[src/rtl/mem_access_arbiter_if.sv]
// rtl/mem_access_arbiter_if.sv - requester and memory-port signal bundle for mem_access_arbiter
interface mem_access_arbiter_if #(
   parameter int DATA_W = 16,
   parameter int ADDR_W = 16
);
   logic              req0;
   logic              rw0;
   logic [ADDR_W-1:0] addr0;
   logic [DATA_W-1:0] wdata0;
   logic              req1;
   logic              rw1;
   logic [ADDR_W-1:0] addr1;
   logic [DATA_W-1:0] wdata1;
   logic              ack0;
   logic              ack1;
   logic [1:0]        grant;
   logic [DATA_W-1:0] rdata;
   logic              err;
   logic              busy;
   logic [ADDR_W-1:0] mem_addr;
   logic [DATA_W-1:0] mem_wdata;
   logic              mem_EN;
   logic              mem_RW;
   logic [DATA_W-1:0] mem_rdata;
   logic              MFC;

   modport slave (
      input  req0, rw0, addr0, wdata0, req1, rw1, addr1, wdata1, mem_rdata, MFC,
      output ack0, ack1, grant, rdata, err, busy, mem_addr, mem_wdata, mem_EN, mem_RW
   );

   modport master (
      output req0, rw0, addr0, wdata0, req1, rw1, addr1, wdata1, mem_rdata, MFC,
      input  ack0, ack1, grant, rdata, err, busy, mem_addr, mem_wdata, mem_EN, mem_RW
   );
endinterface

[src/rtl/mem_access_arbiter.sv]
// rtl/mem_access_arbiter.sv - round-robin arbiter sharing one MFC-handshake memory port between fetch and load/store
module mem_access_arbiter #(
   parameter int DATA_W  = 16,
   parameter int ADDR_W  = 16,
   parameter int TIMEOUT = 16
) (
   input logic                clk,
   input logic                rst,
   mem_access_arbiter_if.slave bus
);
   localparam int CNT_W = $clog2(TIMEOUT + 1);

   typedef enum logic [1:0] {IDLE, ACCESS, DONE, GAP} state_t;

   state_t           state;
   logic             last_grant;
   logic             owner;
   logic [CNT_W-1:0] cnt;
   logic             any_req;
   logic             sel;
   logic             timeout_hit;

   // On a tie the requester that did not win last time gets the port.
   always_comb begin
      any_req = bus.req0 | bus.req1;
      if (bus.req0 && bus.req1) begin
         sel = ~last_grant;
      end else begin
         sel = bus.req1;
      end
      timeout_hit = (cnt == CNT_W'(TIMEOUT - 1));
   end

   always_ff @(posedge clk) begin
      if (rst) begin
         state         <= IDLE;
         last_grant    <= 1'b1;
         owner         <= 1'b0;
         cnt           <= '0;
         bus.ack0      <= 1'b0;
         bus.ack1      <= 1'b0;
         bus.grant     <= 2'b00;
         bus.rdata     <= '0;
         bus.err       <= 1'b0;
         bus.busy      <= 1'b0;
         bus.mem_addr  <= '0;
         bus.mem_wdata <= '0;
         bus.mem_EN    <= 1'b0;
         bus.mem_RW    <= 1'b0;
      end else begin
         case (state)
            IDLE: begin
               if (any_req) begin
                  owner         <= sel;
                  last_grant    <= sel;
                  bus.grant     <= sel ? 2'b10 : 2'b01;
                  bus.mem_addr  <= sel ? bus.addr1 : bus.addr0;
                  bus.mem_wdata <= sel ? bus.wdata1 : bus.wdata0;
                  bus.mem_RW    <= sel ? bus.rw1 : bus.rw0;
                  cnt           <= '0;
                  bus.mem_EN    <= 1'b1;
                  bus.busy      <= 1'b1;
                  state         <= ACCESS;
               end
            end
            ACCESS: begin
               cnt <= cnt + CNT_W'(1);
               // MFC wins over the timeout when both land in the last allowed cycle.
               if (bus.MFC || timeout_hit) begin
                  bus.mem_EN <= 1'b0;
                  bus.err    <= ~bus.MFC;
                  bus.ack0   <= ~owner;
                  bus.ack1   <= owner;
                  state      <= DONE;
                  if (bus.MFC && bus.mem_RW) begin
                     bus.rdata <= bus.mem_rdata;
                  end
               end
            end
            DONE: begin
               bus.ack0   <= 1'b0;
               bus.ack1   <= 1'b0;
               bus.err    <= 1'b0;
               bus.grant  <= 2'b00;
               bus.mem_RW <= 1'b0;
               state      <= GAP;
            end
            GAP: begin
               bus.busy <= 1'b0;
               state    <= IDLE;
            end
            default: begin
               state <= IDLE;
            end
         endcase
      end
   end
endmodule

[src/flat_wrapper.sv]
// flat-port wrapper written by rule: the top's interface ports become plain ports
module mem_access_arbiter_flat 
#(
   parameter int DATA_W  = 16,
   parameter int ADDR_W  = 16,
   parameter int TIMEOUT = 16
)
  (clk, rst, bus_req0, bus_rw0, bus_addr0, bus_wdata0, bus_req1, bus_rw1, bus_addr1, bus_wdata1, bus_mem_rdata, bus_MFC, bus_ack0, bus_ack1, bus_grant, bus_rdata, bus_err, bus_busy, bus_mem_addr, bus_mem_wdata, bus_mem_EN, bus_mem_RW);
  mem_access_arbiter_if #(.DATA_W(DATA_W), .ADDR_W(ADDR_W)) bus_i ();
  input logic clk;
  input logic rst;
  input wire logic [$bits(bus_i.req0)-1:0] bus_req0;
  input wire logic [$bits(bus_i.rw0)-1:0] bus_rw0;
  input wire logic [$bits(bus_i.addr0)-1:0] bus_addr0;
  input wire logic [$bits(bus_i.wdata0)-1:0] bus_wdata0;
  input wire logic [$bits(bus_i.req1)-1:0] bus_req1;
  input wire logic [$bits(bus_i.rw1)-1:0] bus_rw1;
  input wire logic [$bits(bus_i.addr1)-1:0] bus_addr1;
  input wire logic [$bits(bus_i.wdata1)-1:0] bus_wdata1;
  input wire logic [$bits(bus_i.mem_rdata)-1:0] bus_mem_rdata;
  input wire logic [$bits(bus_i.MFC)-1:0] bus_MFC;
  output wire logic [$bits(bus_i.ack0)-1:0] bus_ack0;
  output wire logic [$bits(bus_i.ack1)-1:0] bus_ack1;
  output wire logic [$bits(bus_i.grant)-1:0] bus_grant;
  output wire logic [$bits(bus_i.rdata)-1:0] bus_rdata;
  output wire logic [$bits(bus_i.err)-1:0] bus_err;
  output wire logic [$bits(bus_i.busy)-1:0] bus_busy;
  output wire logic [$bits(bus_i.mem_addr)-1:0] bus_mem_addr;
  output wire logic [$bits(bus_i.mem_wdata)-1:0] bus_mem_wdata;
  output wire logic [$bits(bus_i.mem_EN)-1:0] bus_mem_EN;
  output wire logic [$bits(bus_i.mem_RW)-1:0] bus_mem_RW;
  assign bus_i.req0 = bus_req0;
  assign bus_i.rw0 = bus_rw0;
  assign bus_i.addr0 = bus_addr0;
  assign bus_i.wdata0 = bus_wdata0;
  assign bus_i.req1 = bus_req1;
  assign bus_i.rw1 = bus_rw1;
  assign bus_i.addr1 = bus_addr1;
  assign bus_i.wdata1 = bus_wdata1;
  assign bus_i.mem_rdata = bus_mem_rdata;
  assign bus_i.MFC = bus_MFC;
  assign bus_ack0 = bus_i.ack0;
  assign bus_ack1 = bus_i.ack1;
  assign bus_grant = bus_i.grant;
  assign bus_rdata = bus_i.rdata;
  assign bus_err = bus_i.err;
  assign bus_busy = bus_i.busy;
  assign bus_mem_addr = bus_i.mem_addr;
  assign bus_mem_wdata = bus_i.mem_wdata;
  assign bus_mem_EN = bus_i.mem_EN;
  assign bus_mem_RW = bus_i.mem_RW;
  mem_access_arbiter #(.DATA_W(DATA_W), .ADDR_W(ADDR_W), .TIMEOUT(TIMEOUT)) u_core (.clk(clk), .rst(rst), .bus(bus_i));
endmodule
[config.mk]
export PLATFORM = sky130hd
export DESIGN_NAME = mem_access_arbiter_flat
export DESIGN_NICKNAME = d
export VERILOG_FILES = /design/src/rtl/mem_access_arbiter_if.sv /design/src/rtl/mem_access_arbiter.sv /design/src/flat_wrapper.sv
export SDC_FILE = /design/constraint.sdc
export NUM_CORES = 1
export LEC_CHECK = 0
export CORE_MARGIN = 2
export CORE_UTILIZATION = 40
export DETAILED_ROUTE_END_ITERATION = 6
export PLACE_DENSITY = 0.89
export SKIP_CTS_REPAIR_TIMING = 1
export SLEW_MARGIN = 20
export SYNTH_ARGS = -nofsm -noshare
export SYNTH_HDL_FRONTEND = slang
export SYNTH_SLANG_ARGS = --single-unit
[constraint.sdc]
create_clock -name clk -period 2.12 [get_ports clk]
set_clock_uncertainty 0.15 [all_clocks]
set_input_delay 0.424 -clock clk [delete_from_list [all_inputs] [get_ports clk]]
set_output_delay 0.424 -clock clk [all_outputs]
set_load 0.02 [all_outputs]
==> results.rst <==
.. list-table::
   :header-rows: 1

   * - Metric
     - Value
   * - Kind of end point of the critical path
     - flop
   * - RSZ-0062 raised after global routing
     - false
   * - Number of DRC violations after detailed-routing iteration 0
     - 36
   * - Diode insertion count for antenna repair
     - 0
   * - Arr. time, crit path
     - between 2000 and 2500 ps
   * - Share of the yosys chip area belonging to registers
     - 0.4628
   * - First-pass GRT wire length
     - 11750 um
   * - Top cell type by total area after synthesis
     - dfxtp_1
   * - Number of antenna violations at the first check in global routing
     - 0
   * - Area enclosed by the die boundary
     - ~7700 sq um
   * - Total of warnings raised by yosys
     - 0
   * - Worst Setup Slack, final
     - 161.4 ps
   * - Placeable Area
     - around 6800 sq um
   * - Maximum number of pins on one net before global-route repair
     - 47
   * - Static leakage power
     - 0.001710 uW
   * - Port bufs
     - 142
   * - Number of global-route vias before repair
     - 2678
   * - Cell internal power dissipation
     - 3364 uW
   * - Routed Wire Length
     - 7369 um
   * - Total CTS buffers
     - 9
   * - Final cycle utilization of the critical path
     - 0.9239
   * - Vias
     - 2695
   * - Number of nets in the synthesized netlist
     - 401
   * - # H-tree levels
     - 3
   * - Post-layout nets
     - 546
   * - Flip-flop and latch count after synthesis
     - between 60 and 70
   * - Final setup violating endpoints
     - 0
   * - Critical path class
     - flop to flop
   * - Portion of synthesized cell area occupied by the leading cell type
     - 0.4628
   * - Total DRC errors in the routed layout
     - 0
   * - Synth top area cells
     - dfxtp_1 (46%), mux2i_1 (11%), a211oi_1 (8.5%)
   * - Final RePlAce weighted congestion
     - a little over 0.8
   * - Starting utilization of the core area
     - 0.4138
   * - Data required time of the worst path
     - 2220 ps
   * - Number of distinct library cells after synthesis
     - 35
   * - Clock insertion delay at the later pin of the skew report
     - about 320 ps
   * - Proportion of power drawn by flip-flops and latches
     - 0.332
   * - Final worst path period need
     - just under 2000 ps
   * - Clock tree root buffer cell
     - clkbuf_8
   * - Final Slew Violations
     - 0
   * - TNS Setup
     - 0 ps
   * - Routed vias/inst
     - roughly 4.9
   * - Normalized max-slew margin
     - 0.5013
   * - Number of cells produced by synthesis
     - 308
   * - Outcome
     - finished, final reports clean
   * - Count of final hold-check violations
     - 0
   * - Worst-case clock buffer depth
     - 2
   * - Slew at the pin closest to its max-slew limit
     - between 700 and 800 ps
   * - Most common cell after layout, fill and taps aside
     - clkdlybuf4s50_1
   * - VDD IR-drop max
     - 0.6817 mV
   * - Width of the die
     - 87.84 um
   * - Proportion of layout cells with a drive suffix above 1
     - 0.07659
   * - Placed wire-length estimate after detailed placement
     - 5559 um
   * - Mean instance size in the synthesized netlist
     - 9.128 sq um
   * - Average wire per cell in the routed design
     - around 13 um
   * - Most frequent cells in the layout
     - clkdlybuf4s50_1 (141), dfxtp_1 (65), nor2_1 (48), nand2_1 (36)
   * - Worst setup slack before clock tree synthesis
     - -59.93 ps
   * - Comb pwr share
     - 0.474
   * - Power spent charging and discharging nets
     - 1952 uW
   * - I/O pin cnt
     - 143
   * - Layout area overhead
     - 61.86%
   * - Number of routed nets with antenna violations
     - 0
   * - CTS tree
     - built
   * - Filler cell count in the final layout
     - 545
   * - Switching Fraction
     - 0.3672
   * - Clock sink total
     - 65
   * - FP Rows
     - 30
   * - Clock group share of total power
     - 0.194
   * - Achievable clock frequency
     - 0.5106 GHz
   * - Final Hold Slack
     - 305.3 ps
   * - Ratio of total power to cell area
     - approximately 1200 nW/um^2
   * - Maximum fanout encountered on the critical timing path
     - 6
   * - Post-layout instance area
     - 4551 sq um
   * - Post-CTS clock slew at the launch and capture registers of the worst setup and hold paths
     - 70 ps
   * - Type of the most critical hold path
     - flop to flop
   * - Synth Cell Area
     - 2811 sq um
   * - GRT Residual Overflow
     - 0
   * - Standard cell area after detailed placement
     - approximately 4400 sq um
   * - Worst Setup Start Kind
     - flop
   * - Number of max-cap violations
     - 0
   * - Total power
     - 5316 uW
   * - DRT Pass-1 Iters
     - 4
   * - Height of the die
     - 87.84 um
   * - GR Util All Layers
     - 0.1935
## metrics by stage
step	utilization	std cells
2_1_floorplan	-	308
3_3_place_gp	0.6411	538
3_5_place_dp	0.6411	538
4_1_cts	0.6698	553
5_1_grt	0.6698	553
6_report	0.6698	553
## cell families (layout without fill, tap and decap cells)
| logic type | Yosys count | in the layout | share of synthesized area |
|---|---|---|---|
| AND/OR/NAND/NOR | 103 | 103 | 0.1584 |
| adder cells (fa/ha/maj) | 6 | 6 | 0.02670 |
| AO/OA/AOI/OAI | 73 | 73 | 0.1727 |
| multiplexers | 32 | 32 | 0.1139 |
| flip-flops | 65 | 65 | 0.4628 |
| buffers and inverters | 27 | 176 | 0.05919 |
| XOR/XNOR | 2 | 2 | 0.006232 |
## routing by layer
layer  part of all wire  vias up  GRT usage
met3              0.090        9    0.07069
met2               0.50      100     0.3464
met5                  0        -          0
met1               0.39     1217     0.2043
li1                   -     1369          -
met4              0.012        0    0.08112
## synthesized netlist by cell type
library cell  instances
clkbuf_1             11
nor2_1               48
xnor2_1               1
or3b_1                1
nand2b_1              2
buf_12                3
nor3b_2               1
o21a_1                1
a32oi_1               2
a2bb2oi_1             2
a211oi_1             32
a22oi_1               5
nor2b_1               1
buf_1                 1
a21boi_2              1
mux2i_1              32
inv_1                 4
nand3b_1              1
and3_1                2
ha_1                  6
nand2_1              36
or2_2                 2
nand3_1               2
a21oi_1              22
dfxtp_1              65
o21ai_0               6
a31oi_1               1
nor4bb_1              1
o21bai_1              1
nor3_1                3
buf_6                 1
nor3b_1               2
or2b_1                1
buf_2                 7
xor2_1                1
## power by group through the flow
stage	combinational, uW	sequential, uW	clock, uW
global route	2740	1810	1120
global placement	2460	1770	0
floorplan	1090	2120	0
finish	2520	1770	1030
detailed placement	2530	1790	0
CTS	2540	1760	1070
## registers in the layout (all words and copies together) (netlist names), 2 cells and up
name	count
u_core.state	2
u_core.bus.mem_wdata	16
u_core.bus.rdata	16
u_core.cnt	5
u_core.bus.mem_addr	16
u_core.bus.grant	2
## final timing paths
check	slack, ps	end	depth (start not counted)	from
worst min register to register	310	u_core.bus.rdata[9]$_SDFFE_PP0P_	2	u_core.bus.rdata[9]$_SDFFE_PP0P_
worst min-delay path	310	u_core.bus.rdata[9]$_SDFFE_PP0P_	2	u_core.bus.rdata[9]$_SDFFE_PP0P_
worst max-delay path	160	u_core.bus.ack1$_SDFFE_PP0P_	7	u_core.cnt[0]$_SDFFE_PP0P_
worst max register to register	160	u_core.bus.ack1$_SDFFE_PP0P_	7	u_core.cnt[0]$_SDFFE_PP0P_
## worst max-delay path, cell delays in order (launching register included)
cell and delay, ps:
dfxtp_1 330, ha_1 210, and3_1 180, ha_1 200, nor3b_2 370, o21bai_1 220
a22oi_1 130, nor2_1 100
## cell type report
class,count,area [sq um],area share
multi-input combinational,216,1353,0.2972
clock inverter,3,40.04,0.008798
sequential,65,1301,0.2860
timing repair buffer,157,1567,0.3442
clock buffer,12,155.1,0.03409
tap,96,120.1,0.02640
inverter,4,15.01,0.003299
Note: power is estimated with default switching activity, not from simulation.
